<file path="src/rtl/regfile_wb_scheduler_if.sv">
// Issue, writeback-request and register-file write-port bundle for the writeback scheduler.
// The master side is the issue stage plus writeback sources; the slave side is the scheduler.
interface regfile_wb_scheduler_if #(
    parameter int XLEN = 32,
    parameter int NREG = 32,
    parameter int AW   = 5
);
    logic            issue_valid;
    logic [AW-1:0]   issue_rs1;
    logic [AW-1:0]   issue_rs2;
    logic            issue_wr;
    logic [AW-1:0]   issue_rd;
    logic            issue_stall;

    logic            wb0_valid;
    logic [AW-1:0]   wb0_adr;
    logic [XLEN-1:0] wb0_data;
    logic            wb0_ready;

    logic            wb1_valid;
    logic [AW-1:0]   wb1_adr;
    logic [XLEN-1:0] wb1_data;
    logic            wb1_ready;

    logic            reg_write;
    logic [AW-1:0]   write_adr;
    logic [XLEN-1:0] write_data;
    logic [NREG-1:0] busy;
    logic            err;

    modport master (
        output issue_valid, issue_rs1, issue_rs2, issue_wr, issue_rd,
        output wb0_valid, wb0_adr, wb0_data,
        output wb1_valid, wb1_adr, wb1_data,
        input  issue_stall, wb0_ready, wb1_ready,
        input  reg_write, write_adr, write_data, busy, err
    );

    modport slave (
        input  issue_valid, issue_rs1, issue_rs2, issue_wr, issue_rd,
        input  wb0_valid, wb0_adr, wb0_data,
        input  wb1_valid, wb1_adr, wb1_data,
        output issue_stall, wb0_ready, wb1_ready,
        output reg_write, write_adr, write_data, busy, err
    );
endinterface

</file>
<file path="src/rtl/regfile_wb_scheduler.sv">
// Register-file write scheduler: busy scoreboard with RAW/WAW issue stall and a 2:1 round-robin writeback arbiter.
// Latency: grant to register-file write is 1 cycle; backpressure via combinational issue_stall and wb ready.
module regfile_wb_scheduler #(
    parameter int XLEN = 32,
    parameter int NREG = 32,
    parameter int AW   = 5
) (
    input  logic                  i_clk,
    input  logic                  i_rst_n,
    regfile_wb_scheduler_if.slave bus
);
    logic [NREG-1:0] busy_q;
    logic [NREG-1:0] busy_d;
    logic            rr_q;          // 0: wb0 wins a tie, 1: wb1 wins a tie
    logic            reg_write_q;
    logic [AW-1:0]   write_adr_q;
    logic [XLEN-1:0] write_data_q;
    logic            err_q;

    logic            issue_accept;
    logic            gnt0;
    logic            gnt1;
    logic            gnt_any;
    logic [AW-1:0]   gnt_adr;
    logic [XLEN-1:0] gnt_data;
    logic            gnt_nonzero;

    assign bus.issue_stall = bus.issue_valid &
                             (busy_q[bus.issue_rs1] | busy_q[bus.issue_rs2] |
                              (bus.issue_wr & busy_q[bus.issue_rd]));
    assign issue_accept    = bus.issue_valid & ~bus.issue_stall;

    assign gnt0        = bus.wb0_valid & (~bus.wb1_valid | ~rr_q);
    assign gnt1        = bus.wb1_valid & (~bus.wb0_valid |  rr_q);
    assign gnt_any     = gnt0 | gnt1;
    assign gnt_adr     = gnt1 ? bus.wb1_adr  : bus.wb0_adr;
    assign gnt_data    = gnt1 ? bus.wb1_data : bus.wb0_data;
    assign gnt_nonzero = gnt_any & (gnt_adr != '0);

    assign bus.wb0_ready  = gnt0;
    assign bus.wb1_ready  = gnt1;
    assign bus.reg_write  = reg_write_q;
    assign bus.write_adr  = write_adr_q;
    assign bus.write_data = write_data_q;
    assign bus.busy       = busy_q;
    assign bus.err        = err_q;

    // Clear on the edge the register file captures the data; a new set overrides it.
    always_comb begin
        busy_d = busy_q;
        if (reg_write_q) begin
            busy_d[write_adr_q] = 1'b0;
        end
        if (issue_accept && bus.issue_wr && (bus.issue_rd != '0)) begin
            busy_d[bus.issue_rd] = 1'b1;
        end
        busy_d[0] = 1'b0;
    end

    always_ff @(posedge i_clk or negedge i_rst_n) begin
        if (!i_rst_n) begin
            busy_q       <= '0;
            rr_q         <= 1'b0;
            reg_write_q  <= 1'b0;
            write_adr_q  <= '0;
            write_data_q <= '0;
            err_q        <= 1'b0;
        end else begin
            busy_q      <= busy_d;
            reg_write_q <= gnt_nonzero;
            if (gnt_any) begin
                write_adr_q  <= gnt_adr;
                write_data_q <= gnt_data;
            end
            if (bus.wb0_valid && bus.wb1_valid) begin
                rr_q <= ~rr_q;
            end
            if (gnt_nonzero && !busy_q[gnt_adr]) begin
                err_q <= 1'b1;
            end
        end
    end
endmodule

</file>
<file path="src/flat_wrapper.sv">
// flat-port wrapper written by rule: the top's interface ports become plain ports
module regfile_wb_scheduler_flat 
#(
    parameter int XLEN = 32,
    parameter int NREG = 32,
    parameter int AW   = 5
)
  (i_clk, i_rst_n, bus_issue_valid, bus_issue_rs1, bus_issue_rs2, bus_issue_wr, bus_issue_rd, bus_wb0_valid, bus_wb0_adr, bus_wb0_data, bus_wb1_valid, bus_wb1_adr, bus_wb1_data, bus_issue_stall, bus_wb0_ready, bus_wb1_ready, bus_reg_write, bus_write_adr, bus_write_data, bus_busy, bus_err);
  regfile_wb_scheduler_if #(.XLEN(XLEN), .NREG(NREG), .AW(AW)) bus_i ();
  input  logic i_clk;
  input  logic i_rst_n;
  input wire logic [$bits(bus_i.issue_valid)-1:0] bus_issue_valid;
  input wire logic [$bits(bus_i.issue_rs1)-1:0] bus_issue_rs1;
  input wire logic [$bits(bus_i.issue_rs2)-1:0] bus_issue_rs2;
  input wire logic [$bits(bus_i.issue_wr)-1:0] bus_issue_wr;
  input wire logic [$bits(bus_i.issue_rd)-1:0] bus_issue_rd;
  input wire logic [$bits(bus_i.wb0_valid)-1:0] bus_wb0_valid;
  input wire logic [$bits(bus_i.wb0_adr)-1:0] bus_wb0_adr;
  input wire logic [$bits(bus_i.wb0_data)-1:0] bus_wb0_data;
  input wire logic [$bits(bus_i.wb1_valid)-1:0] bus_wb1_valid;
  input wire logic [$bits(bus_i.wb1_adr)-1:0] bus_wb1_adr;
  input wire logic [$bits(bus_i.wb1_data)-1:0] bus_wb1_data;
  output wire logic [$bits(bus_i.issue_stall)-1:0] bus_issue_stall;
  output wire logic [$bits(bus_i.wb0_ready)-1:0] bus_wb0_ready;
  output wire logic [$bits(bus_i.wb1_ready)-1:0] bus_wb1_ready;
  output wire logic [$bits(bus_i.reg_write)-1:0] bus_reg_write;
  output wire logic [$bits(bus_i.write_adr)-1:0] bus_write_adr;
  output wire logic [$bits(bus_i.write_data)-1:0] bus_write_data;
  output wire logic [$bits(bus_i.busy)-1:0] bus_busy;
  output wire logic [$bits(bus_i.err)-1:0] bus_err;
  assign bus_i.issue_valid = bus_issue_valid;
  assign bus_i.issue_rs1 = bus_issue_rs1;
  assign bus_i.issue_rs2 = bus_issue_rs2;
  assign bus_i.issue_wr = bus_issue_wr;
  assign bus_i.issue_rd = bus_issue_rd;
  assign bus_i.wb0_valid = bus_wb0_valid;
  assign bus_i.wb0_adr = bus_wb0_adr;
  assign bus_i.wb0_data = bus_wb0_data;
  assign bus_i.wb1_valid = bus_wb1_valid;
  assign bus_i.wb1_adr = bus_wb1_adr;
  assign bus_i.wb1_data = bus_wb1_data;
  assign bus_issue_stall = bus_i.issue_stall;
  assign bus_wb0_ready = bus_i.wb0_ready;
  assign bus_wb1_ready = bus_i.wb1_ready;
  assign bus_reg_write = bus_i.reg_write;
  assign bus_write_adr = bus_i.write_adr;
  assign bus_write_data = bus_i.write_data;
  assign bus_busy = bus_i.busy;
  assign bus_err = bus_i.err;
  regfile_wb_scheduler #(.XLEN(XLEN), .NREG(NREG), .AW(AW)) u_core (.i_clk(i_clk), .i_rst_n(i_rst_n), .bus(bus_i));
endmodule
</file>
<file path="config.mk">
export PLATFORM = sky130hd
export DESIGN_NAME = regfile_wb_scheduler_flat
export DESIGN_NICKNAME = d
export VERILOG_FILES = /design/src/rtl/regfile_wb_scheduler_if.sv /design/src/rtl/regfile_wb_scheduler.sv /design/src/flat_wrapper.sv
export SDC_FILE = /design/constraint.sdc
export NUM_CORES = 1
export LEC_CHECK = 0
export ABC_AREA = 1
export CORE_MARGIN = 2
export CORE_UTILIZATION = 47
export CTS_BUF_LIST = sky130_fd_sc_hd__clkbuf_2
export CTS_CLUSTER_DIAMETER = 150
export CTS_CLUSTER_SIZE = 16
export DETAILED_ROUTE_END_ITERATION = 6
export PLACE_DENSITY = 0.83
export SKIP_CTS_REPAIR_TIMING = 1
export SYNTH_ARGS = -nofsm -noshare
export SYNTH_HDL_FRONTEND = slang
export SYNTH_SLANG_ARGS = --single-unit
</file>
<file path="constraint.sdc">
create_clock -name i_clk -period 1.96 [get_ports i_clk]
set_clock_uncertainty 0.15 [all_clocks]
set_input_delay 0.294 -clock i_clk [delete_from_list [all_inputs] [get_ports i_clk]]
set_output_delay 0.294 -clock i_clk [all_outputs]
set_load 0.02 [all_outputs]
</file>
Word level (Yosys, flattened, before mapping). Index checks and enable logic that the tools add are counted.

Bits in registers: 71. Input port bits: 95. Logic and storage cells: 56.

Order comparisons: 7. Muxes and demuxes: 16. Bitwise operators: 18. Reduce and logical (&&, ||, !) cells: 9.

Operators by type and width (number): 32-bit two-way mux (3); 32-bit bitwise AND (1); 32-bit inverter (1); 32-bit bitwise OR (1); 5-bit by 6-bit < comparator with 1-bit output (second input constant) (5); 1-bit binary-select mux with 5-bit select (4); 1-bit demux with 5-bit select (2); 5-bit by 1-bit greater-or-equal comparator with 1-bit output (second input constant) (2); 5-bit nonzero test (2); 1-bit bitwise AND (6); 1-bit logical AND (6); 1-bit two-way mux (6); 5-bit two-way mux (1); 1-bit bitwise OR (5); 1-bit inverter (4); 1-bit zero test (1).

Longest topological paths before layout. Gate-level depths: netlist of the first run.

Depth after elaboration: 10. Gate-level depth with buffers: 14.

Least setup slack after synthesis of the first run. No wires, ideal clock.

Kind: input to output. Start: input bus_issue_rd[0]. End: output bus_issue_stall. Arrival: 1.543 ns. Data required time: 1.516 ns. Path slack: -0.027 ns. Stages on the path: 12. Cell sequence: buf_2 > nor2_4 > clkinv_1 > nor2_1 > nor2_1 > nand2_1 > nand2_1 > nand2_1 > nor2_1 > a21oi_2 > o21ai_0 > inv_1.

Longest elaborated chain between the ends: 5.

Ends and longest elaborated chain: start: declaration (line flat_wrapper.sv:16) `input wire logic [$bits(bus_i.issue_rd)-1:0] bus_issue_rd;`; 1-bit binary-select mux with 5-bit select (line regfile_wb_scheduler.sv:30) `(bus.issue_wr & busy_q[bus.issue_rd]));`; 1-bit two-way mux (not written as such) (line regfile_wb_scheduler.sv:30); 1-bit bitwise AND (line regfile_wb_scheduler.sv:30); 1-bit bitwise OR (line regfile_wb_scheduler.sv:29) `(busy_q[bus.issue_rs1] | busy_q[bus.issue_rs2] |`; 1-bit bitwise AND (line regfile_wb_scheduler.sv:28) `assign bus.issue_stall = bus.issue_valid &`; end: declaration (line flat_wrapper.sv:23) `output wire logic [$bits(bus_i.issue_stall)-1:0] bus_issue_stall;`.

Every way passes these cells. The select of a mux whose other input is x is not followed.

Worst setup path in the final report of the first run.
Start: register u_core.busy_q[29] (netlist: u_core.bus.busy[29]). End: output bus_issue_stall.

Longest elaborated chain between the ends: 5. Elaborated cells on any way between the ends: 10.

Ends and longest elaborated chain: start: declaration (line regfile_wb_scheduler.sv:12) `logic [NREG-1:0] busy_q;`; start signal: assignment (line regfile_wb_scheduler.sv:69) `busy_q <= busy_d;`; 1-bit binary-select mux with 5-bit select (on tied branches) (line regfile_wb_scheduler.sv:29, regfile_wb_scheduler.sv:30); 1-bit two-way mux (on tied branches) (line regfile_wb_scheduler.sv:29, regfile_wb_scheduler.sv:30); 1-bit bitwise OR / 1-bit bitwise AND (equally long branches) (line regfile_wb_scheduler.sv:29, regfile_wb_scheduler.sv:30); 1-bit bitwise OR * (line regfile_wb_scheduler.sv:29); 1-bit bitwise AND * (line regfile_wb_scheduler.sv:28).

Mark *: on every way between the ends. The rest lies on a longest branch, timed or not. The select of a mux whose other input is x is not followed.

==> results of run 1 <==
-- cells in the final DEF (no fill, tap or decap), types with 5 or more instances in the layout --
cell type and count:
a21oi_1 80, buf_12 5, buf_4 124, buf_6 10, clkbuf_2 11, clkdlybuf4s50_1 93, dfrtp_1 56, dfrtp_2 15
dlymetal6s2s_1 70, inv_1 66, inv_2 5, nand2_1 178, nand2_2 5, nand3_1 106, nand3_2 14, nor2_1 80
nor3_1 8, o211ai_1 10, o21ai_0 48
-- cell families after synthesis --
family                 after synthesis  share of synthesized area
AO/OA/AOI/OAI                      147                      0.164
flip-flops                          71                      0.378
other                                1                   0.000798
AND/OR/NAND/NOR                    400                      0.360
buffers and inverters              109                     0.0969
-- final cells by class --
cell class                      count  area [sq um]  share of cell area
Timing Repair Buffer              307          3010               0.376
Multi-Input combinational cell    548          2600               0.325
Sequential cell                    71          1800               0.224
Inverter                           76           294              0.0367
Tap cell                          133           166              0.0208
Clock inverter                      5          83.8              0.0105
Clock buffer                       10          50.0             0.00625
Timing Repair inverter              1          6.26            0.000781
-- worst reg2reg max path, stage by stage, from the launching register on --
cell and delay [ps]:
dfrtp_1 480, inv_1 170, nand2_1 70, o211ai_1 80, nand3_1 120, nand3_1 90
nand3_1 60, nand2_1 110, nand2_2 80, buf_4 150, nor2_4 100, buf_6 140
buf_6 130, nand3_1 100, nand2_1 100
-- worst max-delay path by stage --
| stage | slack (ps) | cells past startpoint | endpoint | from |
|---|---|---|---|---|
| floorplan | 30 | 12 | bus_issue_stall | bus_issue_rd[0] |
| global placement | -990 | 13 | bus_issue_stall | bus_issue_rs2[1] |
| detailed placement | -1020 | 12 | bus_issue_stall | bus_issue_rd[0] |
| CTS | -1130 | 11 | bus_issue_stall | u_core.bus.busy[27]$_DFF_PN0_ |
| global route | -730 | 12 | bus_issue_stall | u_core.bus.busy[27]$_DFF_PN0_ |
| finish | -610 | 11 | bus_issue_stall | u_core.bus.busy[29]$_DFF_PN0_ |
-- metal layers --
metal / vias to the layer above / part of all wire / global-route usage
met2: 551 / 0.48 / 0.595
li1: 2965 / - / -
met3: 120 / 0.11 / 0.0595
met1: 3189 / 0.36 / 0.471
met5: - / 0 / 0
met4: 0 / 0.049 / 0.163
-- through the flow --
stage	utilization	area, sq um	TNS (ps)	power [uW]
3_3_place_gp	0.756	7350	-18620	7000
4_1_cts	0.769	7480	-13270	8060
2_1_floorplan	-	4700	0	4120
3_5_place_dp	0.756	7350	-20620	7080
5_1_grt	0.823	8010	-8750	8840
6_report	0.823	8010	-5620	8540
-- cell usage after synthesis (all sizes together) --
| cell | n | area (sq um) |
|---|---|---|
| nand2 | 186 | 703 |
| o21ai | 54 | 274 |
| nor2 | 82 | 323 |
| nand3b | 1 | 7.51 |
| clkinv | 4 | 15.0 |
| a41oi | 1 | 8.76 |
| clkbuf | 12 | 45.0 |
| nand4 | 2 | 12.5 |
| dfrtp | 71 | 1780 |
| nor3 | 8 | 40.0 |
| a21oi | 82 | 414 |
| conb | 1 | 3.75 |
| or2 | 1 | 6.26 |
| inv | 72 | 270 |
| buf | 21 | 125 |
| nand3 | 120 | 601 |
| o211ai | 10 | 75.1 |
-- power by group through the flow --
stage                     clock (uW)  sequential (uW)  combinational (uW)
after floorplan                    0             2790                1330
after detailed placement           0             2400                4680
after CTS                        985             2370                4710
final                           1010             2460                5070
after global placement             0             2390                4610
after global routing            1060             2470                5310
-- registers in the layout (all words and copies together) (netlist names) --
signal and flops:
u_core.bus.write_data 32, u_core.bus.err 1, u_core.bus.reg_write 1, u_core.rr_q 1, u_core.bus.write_adr 5, u_core.bus.busy 31
==> impl_metrics.env, run 1 <==
export IMPL_drive_above_1_share=0.208
export IMPL_hold_start="bus_wb1_data[16]"
export IMPL_arrival_ps=2130
export IMPL_dieArea_sq_um=10800
export IMPL_avgSynthCellArea_sq_um=6.46
export IMPL_num_vias=6825
export IMPL_drt_vias_per_instance=5.93
export IMPL_htreeDepth=3
export IMPL_n_antenna_cell=0
export IMPL_swShare=0.452
export IMPL_clk_pin_slew_ps=270
export IMPL_initial_utilization=0.483
export IMPL_r2r_start="u_core.bus.busy[29]$_DFF_PN0_"
export IMPL_worst_pin_slew_ps=499
export IMPL_cap_violations=0
export IMPL_rsz0062_at_grt="true"
export IMPL_post_route_drc_count=15
export IMPL_worstSkewPairLatency_ps=590
export IMPL_ant_nets=0
export IMPL_syn_cell_area_sq_um=4700
export IMPL_required_ps=1520
export IMPL_p_int_uw=4680
export IMPL_holdWs_ps=71.2
export IMPL_cts_tree="yes"
export IMPL_seq_area_frac_synth=0.378
export IMPL_crit_slowest_cell="dfrtp_1"
export IMPL_p_clk_frac=0.118
export IMPL_cp_start_kind="register"
export IMPL_drt_iter0_markers=927
export IMPL_port_buffer_count=167
export IMPL_p_switching_uw=3860
export IMPL_max_clock_freq_mhz=389
export IMPL_syn_instance_count=728
export IMPL_r2r_slack_ps=-220
export IMPL_grt_first_pass_wirelength_mm=31.3
export IMPL_num_rows=36
export IMPL_grtUsageTotal=0.363
export IMPL_outcome="finished with violations"
export IMPL_yosysUniqueCellTypes=26
export IMPL_grt_pass1_vias=6156
export IMPL_grt_max_degree=72
export IMPL_ios=169
export IMPL_dr_pass1_iters=7
export IMPL_finalNonFillerCells=1151
export IMPL_dp_slack_ps=-1020
export IMPL_fin_nets=1109
export IMPL_wirelength_mm=23.2
export IMPL_die_y_um=104
export IMPL_critPathKind="reg -> out"
export IMPL_crit_fanout=3
export IMPL_fill_cells=606
export IMPL_min_path_cells=3
export IMPL_crit_top_cell="nand3_1"
export IMPL_core_area_sq_um=9730
export IMPL_regToRegEndpoint="u_core.bus.busy[22]$_DFF_PN0_"
export IMPL_p_leak_uw=0.00443
export IMPL_hold_end="u_core.bus.write_data[16]$_DFFE_PN0P_"
export IMPL_ys_seq_elements=71
export IMPL_fin_ws_ps=-610
export IMPL_wire_per_inst_um=20.1
export IMPL_slew_headroom=0.666
export IMPL_syn_nets=823
export IMPL_gp_congestion=1.02
export IMPL_reg2regPathDepth=14
export IMPL_final_hold_viol_count=0
export IMPL_dp_hpwl_mm=15.5
export IMPL_placed_cells=1118
export IMPL_ys_warn_count=0
export IMPL_power_density_nw_per_um2=1070
export IMPL_pwr_share_seq=0.288
export IMPL_violations="design-rule violations, negative setup slack"
export IMPL_combPwrFrac=0.593
export IMPL_clock_root_buffer="clkbuf_2"
export IMPL_end_kind="output pin"
export IMPL_clkSinkCount=71
export IMPL_finalCriticalPeriod_ps=2570
export IMPL_critPathTopFamily="simple AND/OR/NAND/NOR gates"
export IMPL_overflow=0
export IMPL_slowest_delay_ps=480
export IMPL_clk_path_buf_depth=2
export IMPL_vdd_ir_drop_max_mv=1.02
export IMPL_hold_class="in -> reg"
export IMPL_area_growth_pct=70.3
export IMPL_setup_violations=34
export IMPL_numCtsBuffers=9
export IMPL_maxSlewViolCount=0
export IMPL_crit_path_cell_trace="inv_1, nand2_1, o211ai_1, nand3_1, nand3_1, nand3_1, nand2_1, nand2_2, o21ai_2, inv_1, buf_6"
export IMPL_period_share=1.31
export IMPL_antenna_found_initial=0
export IMPL_critPathBufInv=3
export IMPL_die_w_um=104
(Power assumes the default switching activity.)
==> run 2, diff against run 1 <==
- SKIP_CTS_REPAIR_TIMING: 1 -> unset
==> run 2 against run 1 <==
  * The run still ends with design-rule violations, negative setup slack left
  * Die area did not move
  * Count of clock-buffer cells in the layout did not move
  * Final area fell by 2.3%
  * Global-route usage rose by 1.1 points
  * Non-clock buffer count rose by 2
  * Worst hold slack improved by 20 ps
  * Critical endpoint unchanged
  * Largest power group unchanged
==> impl_metrics.env, run 2 (same netlist as run 1, synthesis figures left out) <==
export IMPL_grt_first_pass_wirelength_mm=32.1
export IMPL_num_rows=36
export IMPL_largest_register_ffs=32
export IMPL_ios=169
export IMPL_dr_pass1_iters=7
export IMPL_arrival_ps=2080
export IMPL_drt_vias_per_instance=5.77
export IMPL_fin_ws_ps=-560
export IMPL_outcome="finished with violations"
export IMPL_antenna_found_initial=0
export IMPL_required_ps=1520
export IMPL_p_leak_uw=0.00382
export IMPL_final_hold_viol_count=0
export IMPL_initial_utilization=0.483
export IMPL_final_setup_tns_ps=-8280
export IMPL_htreeDepth=3
export IMPL_wirelength_mm=21.9
export IMPL_critPathKind="in -> out"
export IMPL_grtUsageTotal=0.373
export IMPL_num_vias=6648
export IMPL_die_w_um=104
export IMPL_port_buffer_count=167
export IMPL_cts_tree="yes"
export IMPL_max_clock_freq_mhz=397
export IMPL_setup_violations=33
export IMPL_crit_fanout=9
export IMPL_clk_pin_slew_ps=250
export IMPL_placed_cells=1118
export IMPL_post_route_drc_count=2
export IMPL_wire_per_inst_um=19.0
export IMPL_critPathBufInv=4
export IMPL_overflow=0
export IMPL_holdWs_ps=91.2
export IMPL_crit_slowest_cell="clkdlybuf4s50_1"
export IMPL_vdd_ir_drop_max_mv=1.12
export IMPL_critPathTopFamily="buffers and inverters"
export IMPL_fin_nets=1110
export IMPL_maxSlewViolCount=0
export IMPL_rsz0062_at_grt="true"
export IMPL_violations="design-rule violations, negative setup slack"
export IMPL_slowest_delay_ps=610
export IMPL_mostFrequentLayoutCell="nand2_1"
export IMPL_ant_nets=0
export IMPL_final_cell_mix="nand2_1 (171), buf_4 (130), nand3_1 (95)"
export IMPL_grt_max_degree=72
export IMPL_area_growth_pct=66.4
export IMPL_crit_top_cell="nand2_1"
export IMPL_hold_class="in -> reg"
export IMPL_dieArea_sq_um=10800
export IMPL_core_area_sq_um=9730
export IMPL_grt_pass1_vias=6308
export IMPL_clock_root_buffer="clkbuf_2"
export IMPL_gp_congestion=1.02
export IMPL_die_y_um=104
export IMPL_final_cell_area_sq_um=7820
export IMPL_period_share=1.29
export IMPL_fill_cells=704
export IMPL_finalCriticalPeriod_ps=2520
export IMPL_n_antenna_cell=0
export IMPL_finalNonFillerCells=1152
export IMPL_cp_start_kind="primary input"
export IMPL_dp_hpwl_mm=15.5
export IMPL_drt_iter0_markers=682
export IMPL_cap_violations=0
export IMPL_clk_path_buf_depth=2
export IMPL_crit_path_cell_trace="clkdlybuf4s50_1, nand2_2, inv_1, nand2_1, o211ai_1, nand2_1, nand2_1, nor2_1, a21oi_2, o21ai_2, inv_1, buf_6"
export IMPL_power_density_nw_per_um2=1060
export IMPL_end_kind="output pin"
export IMPL_drive_above_1_share=0.237
export IMPL_clkSinkCount=71
export IMPL_place_area_sq_um=7350
export IMPL_worstSkewPairLatency_ps=570
export IMPL_numCtsBuffers=9
[run 2: cell count changes in the layout (fill, tap and decap cells not counted), sizes merged]
cell,before,now
buf,141,147
inv,73,72
clkbuf,12,15
dlymetal6s2s,70,0
dlygate4sd2,0,53
clkdlybuf4s15,0,10
[run 2: area by class of cell]
cell class                 count  area, sq um  share of cell area
tap                          133          166              0.0213
timing repair buffer         309         2740               0.350
sequential                    71         1790               0.229
clock buffer                  10         50.0             0.00640
clock inverter                 5         83.8              0.0107
inverter                      76          295              0.0377
multi-input combinational    548         2700               0.345
[run 2: worst register-to-register path: stages, from the launching register on]
cell and delay, ps:
dfrtp_2 490, inv_1 150, nand2_1 80, nand3_1 80
nand3_1 90, nand3_1 90, nand3_1 90, nand2_2 80
nand2_2 80, buf_4 140, buf_4 130, nor2_4 170
buf_12 190, nand3_1 100, nand2_1 80
[run 2: per-layer routing]
metal,up-vias,part of all wire,GRT usage
li1,2966,-,-
met1,3086,0.38,0.478
met2,485,0.47,0.616
met3,111,0.099,0.0639
met4,0,0.044,0.174
met5,-,0,0
[run 2: repair_timing]
action | 4_1_cts | 5_1_grt
endpoints found under the setup margin | 105 | 47
cloned | 0 | 2
gates resized for setup | 131 | 70
pin swaps | 17 | 18
hold buffers | 1 | 0
setup buffers | 9 | 8
endpoints found under the hold margin | 71 | 0
[run 2: where the power goes]
| group | internal (uW) | total (uW) | switching [uW] | leakage (uW) |
|---|---|---|---|---|
| clock network | 421 | 985 | 564 | 0.0000742 |
| logic | 2170 | 4900 | 2730 | 0.00291 |
| registers | 1900 | 2430 | 530 | 0.000838 |
| total | 4500 | 8320 | 3820 | 0.00382 |
[run 2: metrics by stage]
stage / utilization / total power [uW] / setup WS [ps]
floorplan: - / 4120 / 31.3
global placement: 0.756 / 7000 / -991
detailed placement: 0.756 / 7080 / -1020
CTS: 0.774 / 7910 / -545
global route: 0.804 / 8690 / -686
finish: 0.804 / 8320 / -560
[run 2: worst paths after layout]
check | startpoint | cells after the start | to | slack, ps
min in group asynchronous | i_rst_n | 3 | u_core.bus.busy[20]$_DFF_PN0_ | 120
max in group asynchronous | i_rst_n | 3 | u_core.bus.busy[2]$_DFF_PN0_ | 1150
worst min register to register | u_core.bus.err$_DFFE_PN0P_ | 2 | u_core.bus.err$_DFFE_PN0P_ | 370
worst max-delay path | bus_issue_rd[0] | 12 | bus_issue_stall | -560
worst min-delay path | bus_wb1_data[20] | 3 | u_core.bus.write_data[20]$_DFFE_PN0P_ | 90
worst max register to register | u_core.bus.busy[20]$_DFF_PN0_ | 14 | u_core.bus.busy[15]$_DFF_PN0_ | -300
==> run 3, diff against run 2 <==
- CAP_MARGIN: unset -> 20
- HOLD_SLACK_MARGIN: unset -> 0.05
- clock period: 1.96 -> 2.5 ns (I/O delays scaled with it)
==> run 3 against run 2 <==
  * The flow finishes with violations (negative setup slack)
  * Setup slack improved by 420 ps
  * Sequential share of layout area rose by 2.0 points
  * Clock power fell by 28%
  * Cell count fell by 4.9%
  * Register-to-register slack improved by 690 ps
  * Critical path type is now reg -> out
  * Critical endpoint unchanged
  * Largest power group unchanged
==> impl_metrics.env, run 3 (same netlist as run 1, synthesis figures left out) <==
export IMPL_crit_fanout=4
export IMPL_outcome="finished with violations"
export IMPL_violations="negative setup slack"
export IMPL_num_rows=36
export IMPL_hold_class="in -> reg"
export IMPL_num_vias=6143
export IMPL_grtUsageTotal=0.362
export IMPL_dr_pass1_iters=7
export IMPL_die_y_um=104
export IMPL_final_util=0.738
export IMPL_cp_start_kind="register"
export IMPL_cap_violations=0
export IMPL_mostFrequentLayoutCell="nand2_1"
export IMPL_final_hold_viol_count=0
export IMPL_cts_tree="yes"
export IMPL_p_leak_uw=0.00337
export IMPL_maxSlewViolCount=0
export IMPL_fin_nets=1051
export IMPL_max_clock_freq_mhz=379
export IMPL_clkSinkCount=71
export IMPL_overflow=0
export IMPL_worst_pin_slew_ps=828
export IMPL_hold_start="bus_wb1_data[7]"
export IMPL_setup_violations=1
export IMPL_antenna_found_initial=1
export IMPL_gp_congestion=1.01
export IMPL_drt_iter0_markers=581
export IMPL_largest_register_ffs=32
export IMPL_arrival_ps=2120
export IMPL_seq_area_sq_um=1790
export IMPL_period_share=1.06
export IMPL_grt_max_degree=36
export IMPL_clk_path_buf_depth=2
export IMPL_ios=169
export IMPL_power_density_nw_per_um2=847
export IMPL_fill_cells=750
export IMPL_grt_first_pass_wirelength_mm=31.0
export IMPL_final_cell_mix="nand2_1 (182), clkdlybuf4s50_1 (162), nand3_1 (119)"
export IMPL_multi_input_comb_area_sq_um=2480
export IMPL_r2r_start="u_core.rr_q$_DFFE_PN0P_"
export IMPL_initial_utilization=0.483
export IMPL_core_area_sq_um=9730
export IMPL_crit_path_start="u_core.bus.busy[23]$_DFF_PN0_"
export IMPL_end_kind="output pin"
export IMPL_place_area_sq_um=6990
export IMPL_clk_pin_slew_ps=230
export IMPL_final_setup_tns_ps=-141
export IMPL_total_power_uw=6080
export IMPL_wire_per_inst_um=17.9
export IMPL_dp_slack_ps=-673
export IMPL_area_growth_pct=52.8
export IMPL_critPathKind="reg -> out"
export IMPL_required_ps=1980
export IMPL_rsz0062_at_grt="true"
export IMPL_post_route_drc_count=0
export IMPL_fin_ws_ps=-141
export IMPL_clock_root_buffer="clkbuf_2"
export IMPL_port_buffer_count=167
export IMPL_ant_nets=0
export IMPL_wirelength_mm=19.6
export IMPL_worstSkewPairLatency_ps=550
export IMPL_dp_hpwl_mm=15.2
export IMPL_numCtsBuffers=9
export IMPL_vdd_ir_drop_max_mv=0.924
export IMPL_grt_pass1_vias=5932
export IMPL_dieArea_sq_um=10800
export IMPL_finalCriticalPeriod_ps=2640
export IMPL_drt_vias_per_instance=5.61
export IMPL_slew_headroom=0.448
export IMPL_htreeDepth=3
export IMPL_drive_above_1_share=0.135
export IMPL_final_cell_area_sq_um=7180
export IMPL_die_w_um=104
[run 3: cell count changes in the layout (fill, tap and decap cells not counted), sizes merged, moves of 2 or more]
cell | before | now
dlygate4sd2 | 53 | 2
clkdlybuf4s15 | 10 | 0
buf | 147 | 84
clkbuf | 15 | 10
clkinv | 5 | 7
clkdlybuf4s50 | 93 | 162
[run 3: area by class of cell]
| class | instances | share of cell area |
|---|---|---|
| clock inverters | 6 | 0.00958 |
| inverters | 76 | 0.0399 |
| well taps | 133 | 0.0232 |
| clock buffers | 10 | 0.00697 |
| diodes | 1 | 0.000348 |
| flip-flops and latches | 71 | 0.249 |
| repair buffers | 250 | 0.326 |
| multi-input cells | 548 | 0.346 |
[run 3: worst paths after layout]
| check | to | slack, ps | cells after the start |
|---|---|---|---|
| worst max-delay path | bus_issue_stall | -140 | 11 |
| worst min-delay path | u_core.bus.write_data[7]$_DFFE_PN0P_ | 190 | 3 |
| worst max register to register | u_core.bus.err$_DFFE_PN0P_ | 390 | 12 |
| worst min register to register | u_core.bus.err$_DFFE_PN0P_ | 350 | 2 |
| max in group asynchronous | u_core.bus.busy[13]$_DFF_PN0_ | 1040 | 3 |
| min in group asynchronous | u_core.bus.write_data[31]$_DFFE_PN0P_ | 270 | 2 |
[run 3: metrics by stage]
step	instances	hold slack [ps]
6_report	1095	193
5_1_grt	1095	177
4_1_cts	1093	180
3_5_place_dp	1074	311
3_3_place_gp	1074	301
2_1_floorplan	728	-70.6
[run 3: per-layer routing]
layer | global-route usage | share of wire | wire length [um] | vias up
met5 | 0 | 0 | 0 | -
li1 | - | - | - | 2834
met3 | 0.0721 | 0.095 | 1860 | 54
met1 | 0.484 | 0.40 | 7910 | 2860
met4 | 0.157 | 0.035 | 680 | 0
met2 | 0.571 | 0.47 | 9100 | 395
[run 3: power by group]
| group | internal (uW) | switching (uW) | total, uW | leakage [uW] |
|---|---|---|---|---|
| logic | 1560 | 1860 | 3420 | 0.00246 |
| clock network | 240 | 469 | 709 | 0.0000725 |
| registers | 1480 | 470 | 1950 | 0.000844 |
[run 3: critical path, cell delays in order, from the launching register on]
cell     delay [ps]
dfrtp_2         510
inv_2           100
nor2_1           50
a21oi_1         150
nand2_1          80
nand2_1          60
nand2_1          60
nor2_1          130
a21oi_2          80
o21ai_2         150
inv_1            70
buf_6           130
[run 3: repair_timing]
action	4_1_cts	5_1_grt
gates resized for setup	23	12
buffers inserted	2	1
endpoints found under the setup margin	2	2
pin swaps	6	3
hold buffers	1	0
hold endpoints to repair	33	0
gates cloned	0	0
